File: src/rtl/csram_arb_pkg.sv
// Shared types and defaults for the CSRAM arbiter.
// Latency: n/a (types only).
// Backpressure: n/a (types only).
package csram_arb_pkg;

    // Arbiter ownership state: OPEN arbitrates normally, LOCKED reserves the
    // CSRAM for the core controller across a read-modify-write pair.
    typedef enum logic {
        OPEN   = 1'b0,
        LOCKED = 1'b1
    } arb_state_t;

    // Tag carried with an in-flight read so the returning data is flagged
    // on the port that issued it.
    typedef enum logic [1:0] {
        NONE = 2'd0,
        CORE = 2'd1,
        CFG  = 2'd2
    } port_id_t;

    // Default number of cycles the config port may wait before it outranks
    // the core controller (starvation guard builds only).
    localparam int MAX_WAIT_DEFAULT = 15;

endpackage

File: src/rtl/csram_arb_age_counter.sv
// Saturating wait counter for the config port of the CSRAM arbiter.
// Latency: count updates one cycle after the request/grant it observes.
// Backpressure: none; counts cycles where cfg_req is held but not granted.
//
// Ports: clk, rst (sync, active-low), cfg_req, cfg_gnt in; count out.
module csram_arb_age_counter
    import csram_arb_pkg::*;
#(
    parameter  int MAX_WAIT = MAX_WAIT_DEFAULT,
    localparam int WW       = $clog2(MAX_WAIT + 1)
) (
    input  logic          clk,
    input  logic          rst,
    input  logic          cfg_req,
    input  logic          cfg_gnt,
    output logic [WW-1:0] count
);

    always_ff @(posedge clk) begin
        if (!rst) begin
            count <= '0;
        end else if (!cfg_req || cfg_gnt) begin
            count <= '0;
        end else if (count != WW'(MAX_WAIT)) begin
            count <= count + WW'(1);
        end
    end

endmodule

File: src/rtl/csram_arbiter.sv
// Two-port (core controller / config) arbiter in front of a single-port CSRAM.
// Latency: grant comb in N, registered mem command in N+1, read data + rvalid in N+2.
// Backpressure: requester holds fields until its gnt; one access per cycle total.
//
// Ports: clk, rst (sync, active-low); core_* and cfg_* request/grant/return
// ports; mem_* registered CSRAM command and mem_rdata return.
// Build option: define CSRAM_ARB_STARVE_GUARD_EN to let a config request that
// has waited MAX_WAIT cycles outrank the core (OPEN state only).
module csram_arbiter
    import csram_arb_pkg::*;
#(
    parameter  int NUM_NEURONS = 256,
    parameter  int DATA_WIDTH  = 64,
    parameter  int MAX_WAIT    = MAX_WAIT_DEFAULT,
    localparam int AW          = $clog2(NUM_NEURONS),
    localparam int WW          = $clog2(MAX_WAIT + 1)
) (
    input  logic                  clk,
    input  logic                  rst,
    // core controller port
    input  logic                  core_req,
    input  logic                  core_lock,
    input  logic                  core_we,
    input  logic [AW-1:0]         core_addr,
    input  logic [DATA_WIDTH-1:0] core_wdata,
    output logic                  core_gnt,
    output logic                  core_rvalid,
    output logic [DATA_WIDTH-1:0] core_rdata,
    // configuration / readback port
    input  logic                  cfg_req,
    input  logic                  cfg_we,
    input  logic [AW-1:0]         cfg_addr,
    input  logic [DATA_WIDTH-1:0] cfg_wdata,
    output logic                  cfg_gnt,
    output logic                  cfg_rvalid,
    output logic [DATA_WIDTH-1:0] cfg_rdata,
    // CSRAM command / return
    output logic                  mem_en,
    output logic                  mem_we,
    output logic [AW-1:0]         mem_addr,
    output logic [DATA_WIDTH-1:0] mem_wdata,
    input  logic [DATA_WIDTH-1:0] mem_rdata
);

    arb_state_t     state;
    arb_state_t     state_nxt;
    port_id_t       pend_id;     // owner of the read issued to the CSRAM this cycle
    logic [WW-1:0]  wait_count;
    logic           wait_at_max;

`ifdef CSRAM_ARB_STARVE_GUARD_EN
    csram_arb_age_counter #(
        .MAX_WAIT (MAX_WAIT)
    ) u_age_counter (
        .clk     (clk),
        .rst     (rst),
        .cfg_req (cfg_req),
        .cfg_gnt (cfg_gnt),
        .count   (wait_count)
    );
`else
    // Without the guard the config port never ages; core always wins in OPEN.
    assign wait_count = '0;
`endif

    assign wait_at_max = (wait_count == WW'(MAX_WAIT));

    // State register
    always_ff @(posedge clk) begin
        if (!rst) begin
            state <= OPEN;
        end else begin
            state <= state_nxt;
        end
    end

    // Next-state logic
    always_comb begin
        state_nxt = state;
        case (state)
            OPEN:    if (core_gnt && core_lock) state_nxt = LOCKED;
            // Idle cycles with the lock still asserted keep the core's ownership.
            LOCKED:  if (!core_lock && (core_gnt || !core_req)) state_nxt = OPEN;
            default: state_nxt = OPEN;
        endcase
    end

    // Grant outputs; forced low while reset is asserted.
    always_comb begin
        core_gnt = 1'b0;
        cfg_gnt  = 1'b0;
        if (rst) begin
            case (state)
                OPEN: begin
                    if (cfg_req && wait_at_max) begin
                        cfg_gnt = 1'b1;
                    end else if (core_req) begin
                        core_gnt = 1'b1;
                    end else if (cfg_req) begin
                        cfg_gnt = 1'b1;
                    end
                end
                LOCKED:  core_gnt = core_req;
                default: ;
            endcase
        end
    end

    // Registered CSRAM command and read-return tagging.
    always_ff @(posedge clk) begin
        if (!rst) begin
            mem_en      <= 1'b0;
            mem_we      <= 1'b0;
            mem_addr    <= '0;
            mem_wdata   <= '0;
            pend_id     <= NONE;
            core_rvalid <= 1'b0;
            cfg_rvalid  <= 1'b0;
        end else begin
            mem_en  <= core_gnt | cfg_gnt;
            pend_id <= NONE;
            if (core_gnt) begin
                mem_we    <= core_we;
                mem_addr  <= core_addr;
                mem_wdata <= core_wdata;
                if (!core_we) pend_id <= CORE;
            end else if (cfg_gnt) begin
                mem_we    <= cfg_we;
                mem_addr  <= cfg_addr;
                mem_wdata <= cfg_wdata;
                if (!cfg_we) pend_id <= CFG;
            end else begin
                mem_we <= 1'b0;
            end
            // CSRAM data for the read issued this cycle appears next cycle.
            core_rvalid <= (pend_id == CORE);
            cfg_rvalid  <= (pend_id == CFG);
        end
    end

    assign core_rdata = mem_rdata;
    assign cfg_rdata  = mem_rdata;

endmodule

File: config.mk
export PLATFORM = sky130hd
export DESIGN_NAME = csram_arbiter
export DESIGN_NICKNAME = d
export VERILOG_FILES = /design/src/rtl/csram_arb_pkg.sv /design/src/rtl/csram_arb_age_counter.sv /design/src/rtl/csram_arbiter.sv
export SDC_FILE = /design/constraint.sdc
export NUM_CORES = 1
export LEC_CHECK = 0
export ABC_CLOCK_PERIOD_IN_PS = 1700
export BUFFER_PORTS_ARGS = -buffer_cell sky130_fd_sc_hd__buf_2
export CORE_AREA = 3 3 162 164
export CTS_BUF_LIST = sky130_fd_sc_hd__clkbuf_4 sky130_fd_sc_hd__clkbuf_8 sky130_fd_sc_hd__clkbuf_16
export CTS_CLUSTER_SIZE = 8
export DETAILED_ROUTE_END_ITERATION = 6
export DIE_AREA = 0 0 165 167
export HOLD_SLACK_MARGIN = 0.03
export SLEW_MARGIN = 20
export SYNTH_ARGS = -nofsm -noshare
export SYNTH_HDL_FRONTEND = slang
export SYNTH_HIERARCHICAL = 1
export SYNTH_SLANG_ARGS = --single-unit
File: constraint.sdc
create_clock -name clk -period 1.7 [get_ports clk]
set_input_delay 0.255 -clock clk [delete_from_list [all_inputs] [get_ports clk]]
set_output_delay 0.255 -clock clk [all_outputs]
set_load 0.02 [all_outputs]
* Yosys cells after proc, flatten, opt, wreduce, memory -nomap -nowiden
Index checks and enable logic that the tools add are counted.
** Cells by class
- Multiplexer cells :: 20
- Equal/unequal tests :: 2
- Reduce and logical (&&, ||, !) cells :: 6
- Bitwise gates (word level) :: 2
** Operator list (count)
- 2-to-1 mux 64 bit :: 2
- 2-to-1 mux 8 bit :: 2
- 2-to-1 mux 1 bit :: 11
- 2-to-1 mux 2 bit :: 3
- one-hot mux 1 bit (2 select lines) :: 2
- equality test 2 x 1 -> 1 bit (second input constant) :: 1
- equality test 2 bit (second input constant) :: 1
- logical AND 1 bit :: 2
- logical NOT 1 bit :: 2
- nonzero test 2 bit :: 1
- logical OR 1 bit :: 1
- NOT 1 bit :: 1
- OR 1 bit :: 1
** Storage, ports and cells
- Output and inout bits :: 206
- Register bits :: 79

* Longest topological paths before layout
- Depth after elaboration :: 7
- Mapped depth :: 5

* Least setup slack after synthesis
No wires, ideal clock.
- Path kind :: register to register
- From :: register state
- To :: register mem_addr[3]
- Arrival time :: 0.974 ns
- Buffers on the path :: 2
- Path slack :: 0.593 ns
- Required time :: 1.567 ns
- Setup time :: 0.133 ns
- Stages on the path, launching flop included :: 6
- Cells stage by stage :: dfxtp_1 -> nor2b_4 -> buf_12 -> buf_12 -> mux2i_1 -> a21oi_1
** On the way
- Cells in the longest elaborated chain, start to end :: 4
- Elaborated cells on any way between the ends :: 7
** Ends and longest elaborated chain
- from (decl) :: RTL line csram_arbiter.sv:45 : arb_state_t state;
- from (signal assigned) :: RTL line csram_arbiter.sv:73 : state <= state_nxt;
- NOT 1 bit
- one-hot mux 1 bit (2 select lines) :: RTL line csram_arbiter.sv:93 : case (state)
- 2-to-1 mux 1 bit :: RTL line csram_arbiter.sv:92 : if (rst) begin
- 2-to-1 mux 8 bit or nonzero test 2 bit (tied branches)
- to (signal assigned) :: RTL line csram_arbiter.sv:124 : mem_addr <= core_addr;
- to (signal assigned) :: RTL line csram_arbiter.sv:129 : mem_addr <= cfg_addr;
- to (decl) :: RTL line csram_arbiter.sv:40 : output logic [AW-1:0] mem_addr,
Parallel ways exist; a longest one is shown, timed or not.
A chain may end at the register's enable or synchronous reset.

* Worst setup path in the final report
- From :: register state
- To :: output cfg_gnt
** On the way
- Cells in the longest elaborated chain, start to end :: 2
** Ends and longest elaborated chain
- 2-to-1 mux 1 bit :: RTL line csram_arbiter.sv:93
- 2-to-1 mux 1 bit :: RTL line csram_arbiter.sv:92
- to (decl) :: RTL line csram_arbiter.sv:34 : output logic cfg_gnt,
Every way passes these cells.

==> impl_metrics.json <==
{
  "status": "finished, final reports clean",
  "grt_first_pass_wirelength_microns": 20500,
  "diodes": 0,
  "setup_viol": 0,
  "hold_viol": 0,
  "firstDrtPassIters": 4,
  "synthTopCellsByCount": "128 x buf_4, 79 x dfxtp_1, 72 x a21oi_1, 72 x mux2i_1, 65 x o21ai_0",
  "start_util_pct": 17.3,
  "synth_xor_area_share_pct": 0,
  "startpoint_type": "flip-flop",
  "synth_area_leaders": "dfxtp_1 37%, buf_4 22%, mux2i_1 17%",
  "peakVddDrop_v": 0.000427,
  "synth_nets": 683,
  "cts_setup_buffers": 0,
  "multi_input_area_sq_mm": 0.00153,
  "synthToLayoutAreaGrowth_pct": 16.9,
  "critPathBufInv": 1,
  "synth_cell_types": 20,
  "hold_buffers": 0,
  "ys_seq_area_share_pct": 36.5,
  "max_stage_delay_ns": 0.33,
  "cts_made_buffers": 9,
  "cts-root-buf": "clkbuf_16",
  "drtIter0Drc": 122,
  "hpwl_microns": 12000,
  "worstPathArrival_ns": 1.16,
  "maxCapViolations": 0,
  "ys.warnings.count": 6,
  "synth_edf_count": 0,
  "p_leak_uw": 0.00243,
  "clock-sinks": 79,
  "clk_latency_ns": 0.34,
  "yosysMostFrequentCell": "buf_4",
  "drive_gt1_share_pct": 45.4,
  "cts_max_level": 3,
  "fp-row-count": 58,
  "max_slew_margin_pct": 76.9,
  "power.density_mw_per_mm2": 954,
  "place_ws_ns": 0.351,
  "cts_tree": "yes",
  "die_h_microns": 167,
  "clockBufferDepth": 2,
  "synth-main-ff-cell": "dfxtp_1",
  "max_freq_ghz": 0.704,
  "vias": 3425,
  "grt-ovfl-total": 0,
  "critPathMaxFanout": 3,
  "slowest_stage": "dfxtp_1",
  "hold_path.class": "in2reg",
  "yosysTopAreaCell": "dfxtp_1",
  "async_flop_share_pct": 0,
  "fin_ws_ns": 0.280,
  "fp.dieW_microns": 165,
  "timing.final.max_slew_violations": 0,
  "crit_path_end_kind": "output port",
  "synth_mux_area_share_pct": 16.6,
  "drc_errors": 0,
  "ant_nets": 0,
  "path_cells": "nor2_1 -> and3_2 -> buf_2",
  "synthAdderAreaFrac_pct": 0,
  "track_usage_pct": 10.1,
  "grt_max_degree": 75,
  "wl_per_cell_microns": 16.7,
  "synth-seq-cells": 79,
  "grt_pass1_vias": 3297,
  "wirelength_microns": 14900,
  "fillers": 2798,
  "numPortBuffers": 228,
  "synth_compound_area_share_pct": 17.0,
  "seqCellArea_sq_mm": 0.00158,
  "gp_congestion": 0.729,
  "cts.repair.resized": 0,
  "antenna_found_initial": 1,
  "rsz0062_at_grt": "false",
  "final_util_pct": 20.2,
  "dieArea_sq_mm": 0.0276,
  "required_ns": 1.44,
  "syn_inst": 468,
  "synth_top_area_share_pct": 36.5,
  "nets": 770,
  "cp_top_family": "flip-flops",
  "path_class": "reg2out",
  "tightest_slew_ns": 0.346,
  "synth_area_sq_mm": 0.00433,
  "clk_pin_slew_ns": 0.06,
  "ios": 421,
  "synth_top_family_by_area": "buffers and inverters",
  "final_period_minus_worst_setup_slack_ns": 1.42,
  "finalCritPeriodShare_pct": 83.5,
  "syn_avg_cell_area_sq_um": 9.26,
  "avgViaCountPerCell": 3.85,
  "final.setup_skew_ns": 0.0108,
  "core_sq_mm": 0.0250,
  "synth-simple-area-share_pct": 1.56,
  "fin_setup_tns_ns": 0
}
layout by cell type, fill, tap and decap left out, types with 2 or more instances in the layout:
cell       count
clkbuf_16      9
nand2_1        2
o21ai_0       65
mux2i_1       72
o21ai_1        7
nor2_1         3
buf_4          2
clkinv_2       2
buf_12         5
clkinv_4       2
buf_2        228
dfxtp_1       79
a21oi_1       72
nor2b_1        2
final timing paths:
check	end	cells after the start	startpoint	slack, ns
max	cfg_gnt	3	state	0.28
min	pend_id[0]	2	core_we	0.08
max reg2reg	mem_wdata[5]	4	state	0.39
min reg2reg	cfg_rvalid	1	pend_id[0]	0.41
per-stage QoR:
stage,hold slack (ns),instance area [sq um],power (uW),std cells
finish,0.0848,5060,4830,890
global route,0.0782,5060,5130,890
CTS,0.0638,5060,4960,890
detailed placement,0.407,4780,3040,874
global placement,0.386,4780,3030,874
floorplan,0.327,4330,3110,468
flip-flops by register name (all words and copies together) (netlist names):
signal       flops
mem_en           1
state            1
cfg_rvalid       1
core_rvalid      1
pend_id          2
mem_wdata       64
mem_addr         8
mem_we           1
metal layers:
layer | global-route usage [%] | vias up | share of wire, %
li1 | - | 1662 | -
met3 | 6.47 | 51 | 15
met4 | 4.63 | 2 | 3.8
met1 | 9.02 | 1481 | 32
met2 | 17.6 | 229 | 49
met5 | 0 | - | 0.088
report_power, final:
group / total [uW] / switching (uW) / internal, uW
sequential: 2060 / 65.4 / 1990
clock: 1840 / 810 / 1030
combinational: 930 / 527 / 404
area by class of cell:
type / count / share of cell area (%)
sequential: 79 / 31.2
clock inverter: 6 / 0.865
tap: 330 / 8.15
clock buffer: 10 / 4.72
multi-input combinational: 229 / 30.1
inverter: 1 / 0.124
timing repair buffer: 235 / 24.8
cell families (layout without fill, tap and decap cells):
group / count (synthesis) / count (layout)
simple gates: 11 / 11
compound gates: 146 / 146
buf+inv: 160 / 252
mux: 72 / 72
flops: 79 / 79
No activity file was read; power rests on OpenSTA's default activity.
